==> src/rtl/prefix_strip_queue_if.sv <==
// Handshake bundle between the instruction-byte queue, the prefix stripper
// and the downstream length decoder.
// Optional feature macro: PREFIX_LOCK_EN adds the isLOCK summary bit.
interface prefix_strip_queue_if #(
  parameter int CNT_W = 4
);
  logic [23:0]      win;
  logic [2:0]       win_valid;
  logic             pop;
  logic             flush;
  logic             out_valid;
  logic             out_ready;
  logic             insn_done;
  logic [7:0]       B1;
  logic [7:0]       B2;
  logic [7:0]       B3;
  logic             isREP;
  logic             isSIZE;
  logic             isSEG;
  logic [5:0]       segSEL;
  logic [CNT_W-1:0] prefSize;
  logic             pref_err;
`ifdef PREFIX_LOCK_EN
  logic             isLOCK;
`endif

  // Stripper side
  modport slave (
    input  win, win_valid, flush, out_ready, insn_done,
    output pop,
`ifdef PREFIX_LOCK_EN
    output isLOCK,
`endif
    output out_valid, B1, B2, B3, isREP, isSIZE, isSEG, segSEL, prefSize, pref_err
  );

  // Queue / decoder side
  modport master (
    output win, win_valid, flush, out_ready, insn_done,
    input  pop,
`ifdef PREFIX_LOCK_EN
    input  isLOCK,
`endif
    input  out_valid, B1, B2, B3, isREP, isSIZE, isSEG, segSEL, prefSize, pref_err
  );
endinterface

==> src/rtl/prefix_strip_queue.sv <==
// Prefix stripper in front of the control-store overwrite stage: pops x86
// prefix bytes off the queue head, then snapshots the three opcode/ModRM
// bytes together with a prefix summary and offers them downstream.
// Optional feature macro: PREFIX_LOCK_EN (0xF0 treated as a prefix, isLOCK).
//
//   state | meaning
//   PFX   | consuming prefix bytes, waiting for a full 3-byte window
//   HOLD  | snapshot presented, waiting for out_ready
//   WAIT  | snapshot taken, waiting for insn_done from the length decoder
module prefix_strip_queue #(
  parameter int MAX_PFX = 4,
  parameter int CNT_W   = 4
) (
  input  logic                  clk,
  input  logic                  rst,
  prefix_strip_queue_if.slave   bus
);

  typedef enum logic [1:0] {PFX, HOLD, WAIT} state_t;

  localparam logic [CNT_W-1:0] CNT_MAX = '1;
  localparam logic [CNT_W-1:0] CNT_ONE = CNT_W'(1);
  localparam logic [CNT_W-1:0] CNT_LIM = CNT_W'(MAX_PFX);

  state_t           state, state_nxt;
  logic             pop_c, capture, clear;
  logic [7:0]       b0;
  logic [5:0]       seg_oh;
  logic [CNT_W-1:0] cnt_inc;

  logic [7:0]       b1_q, b2_q, b3_q;
  logic             rep_q, size_q, seg_q, err_q;
  logic [5:0]       sel_q;
  logic [CNT_W-1:0] cnt_q;
`ifdef PREFIX_LOCK_EN
  logic             lock_q;
`endif

  function automatic logic is_prefix(input logic [7:0] b);
    case (b)
      8'h26, 8'h2E, 8'h36, 8'h3E, 8'h64, 8'h65, 8'h66, 8'hF3: is_prefix = 1'b1;
`ifdef PREFIX_LOCK_EN
      8'hF0:                                                  is_prefix = 1'b1;
`endif
      default:                                                is_prefix = 1'b0;
    endcase
  endfunction

  function automatic logic [5:0] seg_onehot(input logic [7:0] b);
    case (b)
      8'h26:   seg_onehot = 6'b000001;
      8'h2E:   seg_onehot = 6'b000010;
      8'h36:   seg_onehot = 6'b000100;
      8'h3E:   seg_onehot = 6'b001000;
      8'h64:   seg_onehot = 6'b010000;
      8'h65:   seg_onehot = 6'b100000;
      default: seg_onehot = 6'b000000;
    endcase
  endfunction

  assign b0      = bus.win[7:0];
  assign seg_oh  = seg_onehot(b0);
  // prefSize sticks at all-ones rather than wrapping on absurd prefix runs
  assign cnt_inc = (cnt_q == CNT_MAX) ? cnt_q : cnt_q + CNT_ONE;

  // Next-state and per-cycle strobes; flush overrides everything
  always_comb begin
    state_nxt = state;
    pop_c     = 1'b0;
    capture   = 1'b0;
    clear     = 1'b0;
    if (bus.flush) begin
      state_nxt = PFX;
      clear     = 1'b1;
    end else begin
      case (state)
        PFX: begin
          if (bus.win_valid[0] && is_prefix(b0)) begin
            pop_c = 1'b1;
          end else if (bus.win_valid == 3'b111) begin
            capture   = 1'b1;
            state_nxt = HOLD;
          end
        end
        HOLD: begin
          if (bus.out_ready) state_nxt = WAIT;
        end
        WAIT: begin
          if (bus.insn_done) begin
            clear     = 1'b1;
            state_nxt = PFX;
          end
        end
        default: state_nxt = PFX;
      endcase
    end
  end

  // State register
  always_ff @(posedge clk or posedge rst) begin
    if (rst) state <= PFX;
    else     state <= state_nxt;
  end

  // Opcode snapshot; left untouched while prefixes are being stripped
  always_ff @(posedge clk or posedge rst) begin
    if (rst) begin
      b1_q <= 8'h00;
      b2_q <= 8'h00;
      b3_q <= 8'h00;
    end else if (capture) begin
      b1_q <= bus.win[7:0];
      b2_q <= bus.win[15:8];
      b3_q <= bus.win[23:16];
    end
  end

  // Prefix summary accumulation; pref_err is sticky but popping carries on
  always_ff @(posedge clk or posedge rst) begin
    if (rst) begin
      rep_q  <= 1'b0;
      size_q <= 1'b0;
      seg_q  <= 1'b0;
      sel_q  <= 6'b000000;
      cnt_q  <= '0;
      err_q  <= 1'b0;
`ifdef PREFIX_LOCK_EN
      lock_q <= 1'b0;
`endif
    end else if (clear) begin
      rep_q  <= 1'b0;
      size_q <= 1'b0;
      seg_q  <= 1'b0;
      sel_q  <= 6'b000000;
      cnt_q  <= '0;
      err_q  <= 1'b0;
`ifdef PREFIX_LOCK_EN
      lock_q <= 1'b0;
`endif
    end else if (pop_c) begin
      if (b0 == 8'hF3) rep_q  <= 1'b1;
      if (b0 == 8'h66) size_q <= 1'b1;
      if (seg_oh != 6'b000000) begin
        seg_q <= 1'b1;
        sel_q <= seg_oh;
      end
`ifdef PREFIX_LOCK_EN
      if (b0 == 8'hF0) lock_q <= 1'b1;
`endif
      cnt_q <= cnt_inc;
      if (cnt_inc > CNT_LIM) err_q <= 1'b1;
    end
  end

  // pop is held low during reset so the queue never loses a byte then
  assign bus.pop       = pop_c & ~rst;
  assign bus.out_valid = (state == HOLD);
  assign bus.B1        = b1_q;
  assign bus.B2        = b2_q;
  assign bus.B3        = b3_q;
  assign bus.isREP     = rep_q;
  assign bus.isSIZE    = size_q;
  assign bus.isSEG     = seg_q;
  assign bus.segSEL    = sel_q;
  assign bus.prefSize  = cnt_q;
  assign bus.pref_err  = err_q;
`ifdef PREFIX_LOCK_EN
  assign bus.isLOCK    = lock_q;
`endif

endmodule

==> src/flat_wrapper.sv <==
// flat-port wrapper written by rule: the top's interface ports become plain ports
module prefix_strip_queue_flat 
#(
  parameter int MAX_PFX = 4,
  parameter int CNT_W   = 4
)
  (clk, rst, bus_win, bus_win_valid, bus_flush, bus_out_ready, bus_insn_done, bus_pop, bus_out_valid, bus_B1, bus_B2, bus_B3, bus_isREP, bus_isSIZE, bus_isSEG, bus_segSEL, bus_prefSize, bus_pref_err);
  prefix_strip_queue_if #(.CNT_W(CNT_W)) bus_i ();
  input  logic clk;
  input  logic rst;
  input wire logic [$bits(bus_i.win)-1:0] bus_win;
  input wire logic [$bits(bus_i.win_valid)-1:0] bus_win_valid;
  input wire logic [$bits(bus_i.flush)-1:0] bus_flush;
  input wire logic [$bits(bus_i.out_ready)-1:0] bus_out_ready;
  input wire logic [$bits(bus_i.insn_done)-1:0] bus_insn_done;
  output wire logic [$bits(bus_i.pop)-1:0] bus_pop;
  output wire logic [$bits(bus_i.out_valid)-1:0] bus_out_valid;
  output wire logic [$bits(bus_i.B1)-1:0] bus_B1;
  output wire logic [$bits(bus_i.B2)-1:0] bus_B2;
  output wire logic [$bits(bus_i.B3)-1:0] bus_B3;
  output wire logic [$bits(bus_i.isREP)-1:0] bus_isREP;
  output wire logic [$bits(bus_i.isSIZE)-1:0] bus_isSIZE;
  output wire logic [$bits(bus_i.isSEG)-1:0] bus_isSEG;
  output wire logic [$bits(bus_i.segSEL)-1:0] bus_segSEL;
  output wire logic [$bits(bus_i.prefSize)-1:0] bus_prefSize;
  output wire logic [$bits(bus_i.pref_err)-1:0] bus_pref_err;
  assign bus_i.win = bus_win;
  assign bus_i.win_valid = bus_win_valid;
  assign bus_i.flush = bus_flush;
  assign bus_i.out_ready = bus_out_ready;
  assign bus_i.insn_done = bus_insn_done;
  assign bus_pop = bus_i.pop;
  assign bus_out_valid = bus_i.out_valid;
  assign bus_B1 = bus_i.B1;
  assign bus_B2 = bus_i.B2;
  assign bus_B3 = bus_i.B3;
  assign bus_isREP = bus_i.isREP;
  assign bus_isSIZE = bus_i.isSIZE;
  assign bus_isSEG = bus_i.isSEG;
  assign bus_segSEL = bus_i.segSEL;
  assign bus_prefSize = bus_i.prefSize;
  assign bus_pref_err = bus_i.pref_err;
  prefix_strip_queue #(.MAX_PFX(MAX_PFX), .CNT_W(CNT_W)) u_core (.clk(clk), .rst(rst), .bus(bus_i));
endmodule
==> config.mk <==
export PLATFORM = sky130hd
export DESIGN_NAME = prefix_strip_queue_flat
export DESIGN_NICKNAME = d
export VERILOG_FILES = /design/src/rtl/prefix_strip_queue_if.sv /design/src/rtl/prefix_strip_queue.sv /design/src/flat_wrapper.sv
export SDC_FILE = /design/constraint.sdc
export NUM_CORES = 1
export LEC_CHECK = 0
export BUFFER_PORTS_ARGS = -buffer_cell sky130_fd_sc_hd__buf_2
export CAP_MARGIN = 20
export CORE_UTILIZATION = 39
export CTS_CLUSTER_DIAMETER = 150
export DETAILED_ROUTE_END_ITERATION = 10
export PLACE_DENSITY = 0.63
export SYNTH_ARGS = -nofsm -noshare
export SYNTH_HDL_FRONTEND = slang
export SYNTH_SLANG_ARGS = --single-unit
==> constraint.sdc <==
create_clock -name clk -period 2.2 [get_ports clk]
set_clock_uncertainty 0.2 [all_clocks]
set_input_delay 0.22 -clock clk [delete_from_list [all_inputs] [get_ports clk]]
set_output_delay 0.22 -clock clk [all_outputs]
set_load 0.1 [all_outputs]
; ---- Word level (Yosys, flattened, before mapping)
; Index checks and enable logic that the tools add are counted.
[classes]
bitwise = 2
eq_ne = 16
n_reduce_logical = 14
magnitude_cmp = 1
mux = 38
add_sub_neg = 1
[ops]
columns = cell, count
row1 = one-hot mux 6 bit (6 select lines), 1
row2 = "equality test 8 x 6 -> 1 bit, second input constant", 4
row3 = two-way mux 1 bit, 25
row4 = "equality test 8 x 7 -> 1 bit, second input constant", 3
row5 = two-way mux 6 bit, 3
row6 = two-way mux 4 bit, 3
row7 = two-way mux 2 bit, 5
row8 = nonzero test 2 bit, 5
row9 = "!= test 3 bit, second input constant", 3
row10 = "equality test 8 bit, second input constant", 1
row11 = AND reduction 2 bit, 4
row12 = OR reduction 8 bit, 1
row13 = one-hot mux 2 bit (3 select lines), 1
row14 = nonzero test 6 bit, 1
row15 = "adder 4 x 1 -> 4 bit, second input constant", 1
row16 = "equality test 4 bit, second input constant", 1
row17 = "greater-than comparator 4 x 3 -> 1 bit, second input constant", 1
row18 = AND reduction 4 bit, 1
row19 = "equality test 3 bit, second input constant", 1
row20 = "!= test 3 x 2 -> 1 bit, second input constant", 1
row21 = "equality test 2 x 1 -> 1 bit, second input constant", 1
row22 = "equality test 2 bit, second input constant", 1
row23 = zero test 2 bit, 1
row24 = bitwise AND 1 bit, 1
row25 = other kinds (2), 2
[totals]
output_inout_bits = 40
wordCells = 82
in_bits = 32
regBits = 40

; ---- Logic depth before layout (Yosys ltp)
; Gate-level depths: netlist (run 1).
[depth]
ltp_word = 11
ltp_mapped = 7
ltp_nobuf = 6

; ---- Worst setup path before layout (run 1)
; No wires, ideal clock.
[synth_timing]
path_type = register to output
start = register u_core.state[0]
end = output bus_pop
required_time_ps = 1780
path_stages_with_launch = 5
arrival_time_ps = 2528
setup_slack_ps = -748
n_path_buf = 0
cell_sequence = dfrtp_1 -> or4b_1 -> nor2_2 -> a22oi_2 -> nor2_1
[synth_via]
elab_chain_len = 4
[synth_rtl]
columns = element, line_no
row1 = start: declaration, prefix_strip_queue.sv:25  ; state_t state, state_nxt;
row2 = start signal: assignment, prefix_strip_queue.sv:102  ; else state <= state_nxt;
row3 = zero test 2 bit, prefix_strip_queue.sv:76  ; case (state)
row4 = two-way mux 1 bit, prefix_strip_queue.sv:76
row5 = two-way mux 1 bit, prefix_strip_queue.sv:72  ; if (bus.flush) begin
row6 = bitwise AND 1 bit, prefix_strip_queue.sv:156  ; assign bus.pop = pop_c & ~rst;
row7 = end: declaration, flat_wrapper.sv:16  ; output wire logic [$bits(bus_i.pop)-1:0] bus_pop;
; Every way passes these cells.

; ---- Final worst setup path (run 1)
; Same ends and word-level chain as after synthesis.

==> metrics, run 1 <==
DR iter-0 viols=71; placed cell areas=between 2000 and 2500 um^2; H-tree levels=2; Mapped Nets=177; HPWL Detailed=2910 um; EDFF count, synth=0; area grow syn2layout=48.0%; Yosys top cell area share=a little over half; crit path to=bus_pop; Min-Delay Path Depth=2; TritonCTS clock tree=done; violated checks=design-rule violations; Finish-stage setup viols=0; Slew headroom=67.4%; reg2reg path depth=6; Pwr per Cell Area=1010 nW/um^2; Least-Margin Pin Slew=0.493 ns; Post-Syn Area=between 1500 and 2000 um^2; GR Util met3=under 10%; antenna violations before repair=0; CP startpoint=u_core.state[0]$_DFFE_PP0P_; die footprint=5050 um^2; WL final=4370 um; Synth Area per Inst=12.9 um^2; first drt pass iteration count=8; startpoint types=flip-flop; Post-Layout Inst Area=between 2000 and 3000 um^2; reg2reg setup slack=approximately 0.10 ns; Power Total=about 0.0028 W; Ys Warns=0; CTS buffer count=5; Post-Synthesis Cells=between 100 and 150; main area contributors after synthesis=dfrtp_1, mux2_4, mux2_2; GPL Wtd Cong=a little under 0.8; #FFs+latches synth=40; post-synth cell types=37; Max Buffers Root-to-Sink=2; RR Startpoint=u_core.state[0]$_DFFE_PP0P_; Synth area leader=dfrtp_1; final non-filler cell total=309; maximum VDD drop=0.781 mV; final period utilization=97.8%; reg2reg end=u_core.bus.prefSize[0]$_DFFE_PP0P_; Hold Startpoint=bus_flush; via count=between 1500 and 2000; Slew Limit Fails=0; Post-synth top flop=dfrtp_1; vias in the first global route=1564; Synth async-reset ratio=100%; Leak=about 1.4 nW; busiest grt layer=met2; CP max FO=2; Final nets=289; diode count=0; nature of the critical path endpoint=output port; Antenna Violating Nets Remaining=0; num rows=24; Total Routing Usage GR=18.6%; worst hold path type=primary input to flip-flop; proportion of layout cells with a drive suffix above 1=50.6%; final hold violation count=0; status=finished with violations; max-cap violations=0; arrival time worst endpoint=1.73 ns; Avg WL per Cell=14.1 um; met1 usage in global routing=25.7%; Sink Count=40; IO Count=72; IO buf count=between 70 and 80; CTS Root Cell=clkbuf_8; minimum clock period=around 2.2 ns; GR Layer Usage met2=29.9%; die height=about 71 um; grt ovf=0; placed insts=273; first-pass GRT wire length=7250 um; CP Class=flip-flop to output port; fmax=465 MHz; Clock Pin Slew Worst Setup and Hold Paths=0.08 ns; Core Region=around 4500 um^2; Via-to-Cell Ratio=just over 5; # DRC=6; clk_lat worst skew=0.28 ns; Die Span X=approximately 70 um; initial core utilization=41.6%; setup repair after global routing missed its margin=true; sequential fraction of the synthesis area=53.8%; pin count of the biggest net entering global routing=24; CP Data Required Time=1.78 ns
-- worst min path at each step --
stage | to | slack [ns]
4_1_cts | u_core.state[0]$_DFFE_PP0P_ | 0.02
3_3_place_gp | u_core.bus.prefSize[3]$_DFFE_PP0P_ | 0.1
3_5_place_dp | u_core.bus.prefSize[3]$_DFFE_PP0P_ | 0.10
6_report | u_core.state[0]$_DFFE_PP0P_ | 0.03
5_1_grt | u_core.bus.B1[5]$_DFFE_PP0P_ | 0.02
2_1_floorplan | u_core.state[1]$_DFFE_PP0P_ | 0.09
-- area by class of cell --
| cell class | count | area, um^2 |
|---|---|---|
| sequential | 40 | 1000 |
| timing repair buffer | 108 | 713 |
| inverter | 6 | 22.5 |
| multi-input combinational | 95 | 840 |
| fill | 379 | 1720 |
| tap | 52 | 65.1 |
| clock buffer | 5 | 68.8 |
| clock inverter | 3 | 42.5 |
-- worst max-delay path, stage by stage, from the launching register on --
cell,delay [ns]
dfrtp_1,0.39
or4b_4,0.55
nor2_4,0.11
a22oi_2,0.10
nor2_4,0.13
buf_12,0.18
-- flip-flops by register name (all words and copies together) (netlist names) --
| register | flops |
|---|---|
| u_core.bus.B1 | 8 |
| u_core.bus.B2 | 8 |
| u_core.bus.isSEG | 1 |
| u_core.bus.isSIZE | 1 |
| u_core.bus.pref_err | 1 |
| u_core.bus.B3 | 8 |
| u_core.state | 2 |
| u_core.bus.segSEL | 6 |
| u_core.bus.prefSize | 4 |
| u_core.bus.isREP | 1 |
-- cells in the mapped netlist, drive strengths merged (2+ instances only) --
cell type and instances:
dfrtp 40, mux2 24, nor2 11, nand2 10, o21ai 7, inv 6, nand4 5, a21oi 4
a31oi 3, o21a 3, a21o 2, a22o 2, a22oi 2, buf 2, nand3 2, nand3b 2
nor2b 2, o31ai 2
-- report_power, final --
| part | internal [W] | switching (W) | total, W |
|---|---|---|---|
| combinational | 0.000279 | 0.00100 | 0.00128 |
| clock | 0.000336 | 0.000251 | 0.000587 |
| sequential | 0.000849 | 0.0000619 | 0.000911 |
-- what timing repair did --
action	in CTS	in global routing
hold buffers	21	0
hold endpoints to repair	60	0
pin swaps	4	2
buffers inserted	6	1
setup endpoints to repair	1	3
gates cloned	0	0
gates resized for setup	2	1
-- logic make-up after synthesis --
family / Yosys count / share of synthesized area [%]
fa+ha+maj: 1 / 0.672
buf+inv: 9 / 2.62
flops: 40 / 53.8
mux: 24 / 18.3
simple gates: 39 / 12.6
compound gates: 31 / 12.0
-- stage by stage --
step	hold WS, ns	setup WS (ns)	util, %	TNS (ns)
final	0.0299	0.0482	61.6	0
after global routing	0.0250	-0.0308	61.6	-0.0308
after CTS	0.0161	0.00602	61.2	0
after detailed placement	0.104	0.115	52.8	0
after global placement	0.0990	0.141	52.8	0
after floorplan	0.0864	0.0152	-	0
-- routing by layer --
| metal | share of wire (%) | vias to the layer above |
|---|---|---|
| li1 | - | 754 |
| met1 | 46 | 740 |
| met2 | 48 | 60 |
| met5 | 0 | - |
| met3 | 4.4 | 4 |
| met4 | 1.2 | 0 |
-- cell usage in the layout (no fill, tap or decap), types with 2 or more instances in the layout --
cell type,instances
o31ai_1,2
a31oi_1,3
nand2_1,10
nor2_4,2
nor2_1,8
nand3b_1,2
mux2_4,19
dfrtp_2,2
buf_12,2
a21oi_1,4
nand3_1,2
clkbuf_8,5
a21o_1,2
buf_4,15
o21a_1,3
mux2_2,5
nor2b_1,2
o21ai_0,7
buf_2,70
nand4_1,4
dfrtp_1,38
dlygate4sd3_1,21
inv_1,6
Note: power is estimated with default switching activity, not from simulation.
==> inputs of run 2 (changes only) <==
ABC_AREA = 1   (was not set)
==> metrics, run 2 <==
setup repair after global routing missed its margin=false (was true); crit path to=bus_pop (unchanged); most common cell after layout, fill and taps aside=buf_2 (unchanged); maximum VDD drop=0.523 mV (was 0.781 mV); reg2reg path depth=8 (was 6); CP Data Required Time=1.78 ns (about the same); CP startpoint=u_core.state[1]$_DFFE_PP0P_ (was u_core.state[0]$_DFFE_PP0P_); area grow syn2layout=38.5% (was 48.0%); Slew headroom=60.7% (was 67.4%); EDFF count, synth=0 (unchanged); CP Cell Sequence=inv_1, nand3_1, nor2_1, nand2_1, nor2_2, buf_12 (was or4b_4, nor2_4, a22oi_2, nor2_4, buf_12); Post-Syn Area=1940 um^2 (was 1860 um^2); H-tree levels=2 (unchanged); Mapped Nets=270 (was 177); final period utilization=88.0% (was 97.8%); diode count=0 (unchanged); Synth async-reset ratio=100% (unchanged); worst hold path type=primary input to flip-flop (unchanged); reg2reg setup slack=0.59 ns (was 0.10 ns); Post-Synth Adder-Cell Area=0.644% (was 0.672%); Antenna Violating Nets Remaining=0 (unchanged); Slew Limit Fails=0 (unchanged); main area contributors after synthesis=dfrtp_1, nand2_1, inv_1 (was dfrtp_1, mux2_4, mux2_2); Final nets=364 (was 289); final hold violation count=0 (unchanged); TritonCTS clock tree=done (unchanged); Worst path slowest cell=dfrtp_1 (was or4b_4); proportion of layout cells with a drive suffix above 1=33.1% (was 50.6%); Least-Margin Pin Slew=0.589 ns (was 0.493 ns); pin count of the biggest net entering global routing=50 (was 24); setup TNS after final layout=0 ns (unchanged); DR iter-0 viols=78 (was 71); antenna violations before repair=0 (unchanged); CP Class=flip-flop to output port (unchanged); Power Total=0.00245 W (was 0.00278 W); Synth Area per Inst=8.19 um^2 (was 12.9 um^2); cts repair resizes=0 (was 2); setup repair bufs after CTS=0 (was 6); post-synth cell types=25 (was 37); Crit path buffers/inverters=2 (was 1); Ys Warns=0 (unchanged); CTS Root Cell=clkbuf_8 (unchanged); die footprint=5260 um^2 (was 5050 um^2); compound-gate portion of the synthesized area=12.8% (was 12.0%); IO buf count=71 (unchanged); Core Region=4750 um^2 (was 4470 um^2); minimum clock period=1.94 ns (was 2.15 ns); Avg WL per Cell=11.0 um (was 14.1 um); xor/xnor share of the synthesized area=0% (unchanged); most common cell in the netlist=nand2_1 (was dfrtp_1); first-pass GRT wire length=7390 um (was 7250 um); startpoint types=flip-flop (unchanged); CTS buffer count=5 (unchanged); Via-to-Cell Ratio=4.52 (was 5.04); largest family of logic cells by synthesized area=simple AND/OR/NAND/NOR gates (was multiplexers); Total Routing Usage GR=18.2% (was 18.6%); delay-heaviest family, CP=simple AND/OR/NAND/NOR gates (unchanged); die height=72.6 um (was 71.1 um); CP max FO=3 (was 2); initial core utilization=40.8% (was 41.6%); via count=1802 (was 1558); sequential fraction of the synthesis area=51.5% (was 53.8%); HPWL Detailed=3110 um (was 2910 um); vias in the first global route=1701 (was 1564); Post-synth top flop=dfrtp_1 (unchanged); arrival time worst endpoint=1.52 ns (was 1.73 ns); Sink Count=40 (unchanged); # DRC=0 (was 6); clk_lat worst skew=0.29 ns (was 0.28 ns); commonest cells in the netlist=nand2_1, dfrtp_1, inv_1 (was dfrtp_1, mux2_4, nand2_1, nor2_1, o21ai_0); most frequent cells in the layout=buf_2, nand2_1, dfrtp_1 (was buf_2, dfrtp_1, dlygate4sd3_1); GPL Wtd Cong=0.809 (was 0.776); WL final=4400 um (was 4370 um); Yosys top cell area share=51.5% (was 53.8%); IO Count=72 (unchanged); status=completed (was finished with violations); Leak=1.51 nW (was 1.43 nW); Finish-stage setup viols=0 (unchanged); grt ovf=0 (unchanged); CP Depth=6 (was 5); Synth area leader=dfrtp_1 (unchanged); CTS Hold Bufs=18 (was 21); Die Span X=72.6 um (was 71.1 um); RR Startpoint=u_core.bus.prefSize[0]$_DFFE_PP0P_ (was u_core.state[0]$_DFFE_PP0P_); #FFs+latches synth=40 (unchanged); reg2reg end=u_core.bus.pref_err$_DFFE_PP0P_ (was u_core.bus.prefSize[0]$_DFFE_PP0P_); nature of the critical path endpoint=output port (unchanged); num rows=25 (was 24); mux share of post-synthesis cell area=0% (was 18.3%); fmax=517 MHz (was 465 MHz); Pwr per Cell Area=911 nW/um^2 (was 1010 nW/um^2); Clock Pin Slew Worst Setup and Hold Paths=0.08 ns (about the same); first drt pass iteration count=4 (was 8); Synth Area in Simple Gates=24.9% (was 12.6%); Post-Synthesis Cells=237 (was 144); max-cap violations=0 (unchanged); Max Buffers Root-to-Sink=2 (unchanged); Worst path max stage delay=0.41 ns (was 0.55 ns); Hold Startpoint=bus_win[5] (was bus_flush)
run 2: cell count changes after synthesis, sizes merged, moves of 3 or more:
| cell | before | now |
|---|---|---|
| nand2 | 10 | 63 |
| nand3 | 2 | 24 |
| o21a | 3 | 0 |
| inv | 6 | 39 |
| mux2 | 24 | 0 |
| nor2 | 11 | 21 |
| buf | 2 | 5 |
| o21ai | 7 | 30 |
| nand4 | 5 | 2 |
run 2: kinds of logic (layout without fill, tap and decap cells):
kind of cell / Yosys count / after routing
buffers and inverters: 46 / 141
adder cells (fa/ha/maj): 1 / 1
flip-flops: 40 / 40
AND/OR/NAND/NOR: 111 / 111
AO/OA/AOI/OAI: 39 / 39
run 2: layer usage:
layer	track usage [%]	up-vias	wire, um	share of wire [%]
met5	0	-	0	0
met4	8.28	0	78	1.8
met3	4.17	11	205	4.7
met2	30.2	51	2050	47
met1	22.7	804	2060	47
li1	-	936	-	-
run 2: worst reg2reg max path, stage by stage, from the launching register on:
cell and delay [ns]:
dfrtp_2 0.41, ha_1 0.21, nand3_1 0.12, o21ai_0 0.21, nand2_1 0.10, nand2_1 0.06
nand2_1 0.05, nand3_1 0.09, a21oi_1 0.06
run 2: final cells by class:
| type | count | area [um^2] |
|---|---|---|
| Sequential cell | 40 | 1000 |
| Timing Repair Buffer | 94 | 613 |
| Multi-Input combinational cell | 151 | 751 |
| Tap cell | 67 | 83.8 |
| Clock inverter | 2 | 10.0 |
| Inverter | 39 | 146 |
| Clock buffer | 6 | 82.6 |
| Fill cell | 485 | 2060 |
run 2: per-stage QoR:
step	instances	hold slack [ns]	util, %	instance area (um^2)	setup slack (ns)
after detailed placement	373	0.129	50.8	2420	0.414
after global routing	399	0.0282	56.6	2690	0.169
after CTS	399	0.00633	56.6	2690	0.258
final	399	0.0187	56.6	2690	0.264
after global placement	373	0.135	50.8	2420	0.441
after floorplan	237	0.128	-	1950	0.0437
run 2: report_power, final:
| group | total [W] | internal [W] | switching [W] |
|---|---|---|---|
| clock network | 0.000505 | 0.000250 | 0.000255 |
| registers | 0.000878 | 0.000831 | 0.0000465 |
| logic | 0.00107 | 0.000175 | 0.000892 |
| total | 0.00245 | 0.00126 | 0.00119 |
run 2: worst min path at each step:
| stage | slack, ns | to | depth (start not counted) |
|---|---|---|---|
| floorplan | 0.13 | u_core.state[0]$_DFFE_PP0P_ | 1 |
| global placement | 0.13 | u_core.bus.prefSize[3]$_DFFE_PP0P_ | 2 |
| detailed placement | 0.13 | u_core.bus.prefSize[3]$_DFFE_PP0P_ | 2 |
| CTS | 0.006 | u_core.bus.B1[5]$_DFFE_PP0P_ | 3 |
| global route | 0.03 | u_core.bus.B1[5]$_DFFE_PP0P_ | 3 |
| finish | 0.02 | u_core.bus.B1[5]$_DFFE_PP0P_ | 3 |
